==> config.mk <==
export PLATFORM = sky130hd
export DESIGN_NAME = voq_bank_flat
export DESIGN_NICKNAME = d
export VERILOG_FILES = /design/src/rtl/voq_bank_if.sv /design/src/rtl/voq_bank.sv /design/src/flat_wrapper.sv
export SDC_FILE = /design/constraint.sdc
export NUM_CORES = 1
export LEC_CHECK = 0
export ABC_AREA = 1
export BUFFER_PORTS_ARGS = -buffer_cell sky130_fd_sc_hd__buf_4
export CAP_MARGIN = 40
export CORE_MARGIN = 2
export CORE_UTILIZATION = 50
export DETAILED_ROUTE_END_ITERATION = 7
export PLACE_DENSITY = 0.75
export SLEW_MARGIN = 20
export SYNTH_ARGS = -nofsm -noshare
export SYNTH_HDL_FRONTEND = slang
export SYNTH_SLANG_ARGS = --single-unit
==> constraint.sdc <==
create_clock -name clk -period 4.6 [get_ports clk]
set_clock_uncertainty 0.1 [all_clocks]
set_input_delay 0.23 -clock clk [delete_from_list [all_inputs] [get_ports clk]]
set_output_delay 0.23 -clock clk [all_outputs]
set_load 0.01 [all_outputs]
==> src/rtl/voq_bank_if.sv <==
`default_nettype none
// ============================================================================
// Module   : voq_bank_if
// Brief    : Crossbar-side enqueue bus and read-controller head/status bundle
//            for the virtual output queue bank.
// Revision : 1.0
// ============================================================================
interface voq_bank_if #(
   parameter int NUM_PORTS = 4,
   parameter int ADDR_W    = 10,
   parameter int CNT_W     = 5,
   parameter int DROP_W    = 16
);
   logic [NUM_PORTS-1:0]             voq_write_reqs;
   logic [NUM_PORTS-1:0][ADDR_W-1:0] voq_start_ptrs;
   logic [NUM_PORTS-1:0]             head_valid;
   logic [NUM_PORTS-1:0][ADDR_W-1:0] head_ptr;
   logic [NUM_PORTS-1:0]             head_ready;
   logic [NUM_PORTS-1:0][CNT_W-1:0]  count;
   logic [NUM_PORTS-1:0]             almost_full;
   logic [NUM_PORTS-1:0][DROP_W-1:0] drop_cnt;

   // Master is the crossbar plus read controllers; slave is the queue bank.
   modport master (
      output voq_write_reqs, voq_start_ptrs, head_ready,
      input  head_valid, head_ptr, count, almost_full, drop_cnt
   );

   modport slave (
      input  voq_write_reqs, voq_start_ptrs, head_ready,
      output head_valid, head_ptr, count, almost_full, drop_cnt
   );
endinterface
`default_nettype wire

==> src/rtl/voq_bank.sv <==
`default_nettype none
// ============================================================================
// Module   : voq_bank
// Brief    : Per-egress-port FWFT virtual output queues of frame start
//            pointers with drop counting, occupancy and almost-full status.
// Revision : 1.0
// ============================================================================
module voq_bank #(
   parameter int NUM_PORTS = 4,
   parameter int ADDR_W    = 10,
   parameter int DEPTH     = 16,
   parameter int AF_LEVEL  = 12,
   parameter int DROP_W    = 16
) (
   input  logic      clk,
   input  logic      rst_n,
   voq_bank_if.slave voq_io
);
   localparam int PTR_W = (DEPTH > 1) ? $clog2(DEPTH) : 1;
   localparam int CNT_W = $clog2(DEPTH + 1);

   localparam logic [CNT_W-1:0]  c_full     = CNT_W'(DEPTH);
   localparam logic [CNT_W-1:0]  c_af       = CNT_W'(AF_LEVEL);
   localparam logic [CNT_W-1:0]  c_cnt_one  = CNT_W'(1);
   localparam logic [PTR_W-1:0]  c_ptr_one  = PTR_W'(1);
   localparam logic [DROP_W-1:0] c_drop_one = DROP_W'(1);
   localparam logic [DROP_W-1:0] c_drop_max = '1;

   if (DEPTH < 2 || (DEPTH & (DEPTH - 1)) != 0) begin : g_bad_depth
      $error("voq_bank: DEPTH must be a power of 2 and at least 2");
   end

   if (AF_LEVEL < 1 || AF_LEVEL > DEPTH) begin : g_bad_af_level
      $error("voq_bank: AF_LEVEL must lie in 1..DEPTH");
   end

   logic [ADDR_W-1:0] mem_q      [NUM_PORTS][DEPTH];
   logic [PTR_W-1:0]  wr_ptr_q   [NUM_PORTS];
   logic [PTR_W-1:0]  wr_ptr_d   [NUM_PORTS];
   logic [PTR_W-1:0]  rd_ptr_q   [NUM_PORTS];
   logic [PTR_W-1:0]  rd_ptr_d   [NUM_PORTS];
   logic [CNT_W-1:0]  cnt_q      [NUM_PORTS];
   logic [CNT_W-1:0]  cnt_d      [NUM_PORTS];
   logic [DROP_W-1:0] drop_cnt_q [NUM_PORTS];
   logic [DROP_W-1:0] drop_cnt_d [NUM_PORTS];

   logic [NUM_PORTS-1:0] w_pop;
   logic [NUM_PORTS-1:0] w_push;
   logic [NUM_PORTS-1:0] w_drop;

   // A full queue still accepts a push when its head leaves in the same cycle.
   always_comb begin
      w_pop  = '0;
      w_push = '0;
      w_drop = '0;
      for (int p = 0; p < NUM_PORTS; p++) begin
         w_pop[p]  = (cnt_q[p] != '0) && voq_io.head_ready[p];
         w_push[p] = voq_io.voq_write_reqs[p] && ((cnt_q[p] != c_full) || w_pop[p]);
         w_drop[p] = voq_io.voq_write_reqs[p] && (cnt_q[p] == c_full) && !w_pop[p];
      end
   end

   always_comb begin
      for (int p = 0; p < NUM_PORTS; p++) begin
         wr_ptr_d[p]   = wr_ptr_q[p];
         rd_ptr_d[p]   = rd_ptr_q[p];
         cnt_d[p]      = cnt_q[p];
         drop_cnt_d[p] = drop_cnt_q[p];

         if (w_push[p]) begin
            wr_ptr_d[p] = wr_ptr_q[p] + c_ptr_one;
         end
         if (w_pop[p]) begin
            rd_ptr_d[p] = rd_ptr_q[p] + c_ptr_one;
         end
         if (w_push[p] && !w_pop[p]) begin
            cnt_d[p] = cnt_q[p] + c_cnt_one;
         end else if (w_pop[p] && !w_push[p]) begin
            cnt_d[p] = cnt_q[p] - c_cnt_one;
         end
         if (w_drop[p] && (drop_cnt_q[p] != c_drop_max)) begin
            drop_cnt_d[p] = drop_cnt_q[p] + c_drop_one;
         end
      end
   end

   always_ff @(posedge clk or negedge rst_n) begin
      if (!rst_n) begin
         for (int p = 0; p < NUM_PORTS; p++) begin
            wr_ptr_q[p]   <= '0;
            rd_ptr_q[p]   <= '0;
            cnt_q[p]      <= '0;
            drop_cnt_q[p] <= '0;
         end
      end else begin
         for (int p = 0; p < NUM_PORTS; p++) begin
            wr_ptr_q[p]   <= wr_ptr_d[p];
            rd_ptr_q[p]   <= rd_ptr_d[p];
            cnt_q[p]      <= cnt_d[p];
            drop_cnt_q[p] <= drop_cnt_d[p];
         end
      end
   end

   // Pointer storage carries no reset; head_valid masks stale contents.
   always_ff @(posedge clk) begin
      for (int p = 0; p < NUM_PORTS; p++) begin
         if (w_push[p]) begin
            mem_q[p][wr_ptr_q[p]] <= voq_io.voq_start_ptrs[p];
         end
      end
   end

   always_comb begin
      voq_io.head_valid  = '0;
      voq_io.head_ptr    = '0;
      voq_io.count       = '0;
      voq_io.almost_full = '0;
      voq_io.drop_cnt    = '0;
      for (int p = 0; p < NUM_PORTS; p++) begin
         voq_io.head_valid[p]  = (cnt_q[p] != '0);
         voq_io.head_ptr[p]    = mem_q[p][rd_ptr_q[p]];
         voq_io.count[p]       = cnt_q[p];
         voq_io.almost_full[p] = (cnt_q[p] >= c_af);
         voq_io.drop_cnt[p]    = drop_cnt_q[p];
      end
   end
endmodule
`default_nettype wire

==> src/flat_wrapper.sv <==
// flat-port wrapper written by rule: the top's interface ports become plain ports
module voq_bank_flat 
#(
   parameter int NUM_PORTS = 4,
   parameter int ADDR_W    = 10,
   parameter int DEPTH     = 16,
   parameter int AF_LEVEL  = 12,
   parameter int DROP_W    = 16
)
  (clk, rst_n, voq_io_voq_write_reqs, voq_io_voq_start_ptrs, voq_io_head_ready, voq_io_head_valid, voq_io_head_ptr, voq_io_count, voq_io_almost_full, voq_io_drop_cnt);
  voq_bank_if #(.NUM_PORTS(NUM_PORTS), .ADDR_W(ADDR_W), .CNT_W((5)), .DROP_W(DROP_W)) voq_io_i ();
  input  logic clk;
  input  logic rst_n;
  input wire logic [$bits(voq_io_i.voq_write_reqs)-1:0] voq_io_voq_write_reqs;
  input wire logic [$bits(voq_io_i.voq_start_ptrs)-1:0] voq_io_voq_start_ptrs;
  input wire logic [$bits(voq_io_i.head_ready)-1:0] voq_io_head_ready;
  output wire logic [$bits(voq_io_i.head_valid)-1:0] voq_io_head_valid;
  output wire logic [$bits(voq_io_i.head_ptr)-1:0] voq_io_head_ptr;
  output wire logic [$bits(voq_io_i.count)-1:0] voq_io_count;
  output wire logic [$bits(voq_io_i.almost_full)-1:0] voq_io_almost_full;
  output wire logic [$bits(voq_io_i.drop_cnt)-1:0] voq_io_drop_cnt;
  assign voq_io_i.voq_write_reqs = voq_io_voq_write_reqs;
  assign voq_io_i.voq_start_ptrs = voq_io_voq_start_ptrs;
  assign voq_io_i.head_ready = voq_io_head_ready;
  assign voq_io_head_valid = voq_io_i.head_valid;
  assign voq_io_head_ptr = voq_io_i.head_ptr;
  assign voq_io_count = voq_io_i.count;
  assign voq_io_almost_full = voq_io_i.almost_full;
  assign voq_io_drop_cnt = voq_io_i.drop_cnt;
  voq_bank #(.NUM_PORTS(NUM_PORTS), .ADDR_W(ADDR_W), .DEPTH(DEPTH), .AF_LEVEL(AF_LEVEL), .DROP_W(DROP_W)) u_core (.clk(clk), .rst_n(rst_n), .voq_io(voq_io_i));
endmodule
==> summary.txt <==
Yosys
  • Post-synthesis sequential area ratio: 0.677
  • Yosys reg bits: 756
  • Synthesized area per cell: 10.9 um2
  • Post-synth top area share: 0.589
  • Mapped Cells: 3001
  • Post-synthesis net count: ~3100
  • Ys flop type: edfxtp_1
  • Synth area leader: edfxtp_1
  • Asr flop ratio synth: 0.153
  • Synth cell types: 33
  • Mapped Area: 32700 um2
  • Number of flops mapped to enable cells by yosys: 640
  • Synthesis Warnings: 0
  • Main area contributors after synthesis: edfxtp_1, nand2_1, dfrtp_1, nor2_1, o21ai_0

Timing
  • Fmax: 323 MHz
  • Tightest Pin Transition: 852 ps
  • Post-route setup TNS: 0 ps
  • Post-layout min period: about 3100 ps
  • Final setup fails: 0
  • RSZ-0062 raised after global routing: false
  • Slew margin rel.: 0.428
  • Final Hold Violating Endpoints: 0
  • Fin. max-slew vios: 0
  • Fin crit share: 0.673

Floorplanning
  • Row count: 93
  • Core Area: about 64000 um2
  • Die Area: ~67000 um2
  • Chip height: 260 um
  • Num ports: 182
  • Initial core utilization: 0.507
  • DIE WIDTH: ~260 um

Worst setup path
  • CP max FO: 14
  • CP Capture Type: output pin
  • CP peak stage delay: 660 ps
  • Worst path most repeated cell: nand2_1
  • Critical path, cell by cell: nor2_1, buf_4, nand3_1, nand2_1, a21oi_1, nand2_1, nand2_1, buf_4
  • Worst Setup Start Kind: register
  • Crit Path Category: register to output pin
  • Crit path DAT: 2770 ps
  • Required @ worst endpoint: 4270 ps
  • Reg2reg setup slack: 1760 ps
  • Crit-path slowest cell: nor2_1

Finish
  • N_diodes: 0
  • Area delta synth->final: 17.5%
  • Commonest non-fill, non-tap cells in the layout: nand2_1, edfxtp_1, nor2_1, buf_4, o21ai_0
  • Layout cell share with drive strength beyond 1: 0.132
  • Layout fillers: 5096
  • Commonest non-fill, non-tap cell in the layout: nand2_1
  • NumNets Final: between 3000 and 4000

Placed design
  • GP Congestion: 0.858
  • DP HPWL: 45400 um
  • Port bufs: 181

Power
  • Pwr dens: 611 nW/um2
  • Total power: 23.4 mW
  • VDD IR-drop max: between 0.3 and 0.4 mV
  • Leakage: 14.9 nW

GRT
  • Global-route wire length before repair: 114000 um
  • Vias in the first global route: 21500
  • Maximum number of pins on one net before global-route repair: 89
  • Initial antenna violation count: 0
  • Aggregate global routing overflow: 0
  • Global Route Usage Sum: 0.213

Route
  • Routed vias: 22500
  • Iter 0 DRT Violations: 1906
  • Residual DRC count: 0
  • DR pass1 iterations: 5
  • Drt total wl: around 72000 um
  • Post-route ant nets: 0
  • Vias per Instance: 5.37
  • DR WL/cell: 17.2 um

Clock network
  • PostCTS Resize Cnt: 0
  • Num CTS Buffers: 78
  • Setup bufs post-CTS: 0
  • CTS H-tree lvls: 3
  • Clock sink total: 756
  • CTS root buf: clkbuf_16
  • Post-CTS Hold Buffers: 46
  • CTS tree: yes
  • Clock Latency Late Sink: 610 ps
  • CTS Buffer Depth: 3
  • CTS clk-pin slew, worst paths: 60 ps

Hold path
  • Hold Path Class: input pin to register

Flow run
  • Max-Cap Viols: 0

Status
  • Status: finished clean
[flip-flops by register name, summed over array words and instances, names as in the netlist]
| register | count |
|---|---|
| u_core.voq_io.drop_cnt | 64 |
| u_core.mem_q | 640 |
| u_core.voq_io.count | 20 |
| u_core.wr_ptr_q | 16 |
| u_core.rd_ptr_q | 16 |
[path summary, 6_finish.rpt]
path,from,endpoint,depth (start not counted)
max in group asynchronous,rst_n,u_core.rd_ptr_q[0],5
worst max register to register,u_core.voq_io.count[15],u_core.voq_io.count[19],15
worst min-delay path,voq_io_voq_write_reqs[3],u_core.voq_io.drop_cnt[60],5
min in group asynchronous,rst_n,u_core.voq_io.drop_cnt[24],3
worst max-delay path,u_core.rd_ptr_q[1],voq_io_head_ptr[36],8
worst min register to register,u_core.rd_ptr_q[14],u_core.rd_ptr_q[14],2
[cells in the mapped netlist, drive strengths merged (4+ instances only)]
cell type,n
nand2,829
edfxtp,640
nor2,304
o21ai,215
a21oi,168
inv,168
nand3,160
dfrtp,116
buf,79
o211ai,65
nor3,64
clkbuf,51
ha,42
xor2,41
nand3b,16
nand4,14
xnor2,14
a31oi,4
clkinv,4
fa,4
[area by class of cell]
class                   instances  area (um2)  area share
clock buffers                  91        2030      0.0529
well taps                     855        1070      0.0279
multi-input cells            1943        9240       0.241
inverters                     172         648      0.0169
flip-flops and latches        756       22100       0.577
repair buffers                320        2680      0.0699
clock inverters                48         582      0.0152
[power breakdown]
part           switching [mW]  internal, mW
sequential              0.606          8.34
clock                    2.58          3.85
combinational            5.16          2.90
total                    8.35          15.1
[layer usage]
metal | part of all wire | track usage
met1 | 0.42 | 0.280
met2 | 0.50 | 0.364
met3 | 0.067 | 0.0381
met4 | 0.021 | 0.0629
met5 | 0 | 0
[logic make-up after synthesis]
| kind of cell | share of synthesized area |
|---|---|
| simple gates | 0.173 |
| flops | 0.677 |
| compound gates | 0.0762 |
| buf+inv | 0.0398 |
| xor+xnor | 0.0148 |
| fa+ha+maj | 0.0185 |
[critical path, delay by kind of cell, from the launching register on]
kind                   cells  cell delay (ps)
AOI/OAI and AO/OA          1               70
DFF                        1              590
and+or+nand+nor            5              990
buffers and inverters      2              500
[per-stage QoR]
stage,hold slack (ps),instances,area (um2),worst slack [ps],utilization
after floorplan,-166,3001,32700,2330,-
after global placement,244,3987,35000,1890,0.544
after detailed placement,245,3996,35200,1810,0.546
after CTS,81.0,4181,38300,1440,0.594
after global routing,159,4185,38400,1340,0.595
final,126,4185,38400,1500,0.595
(Power assumes the default switching activity.)
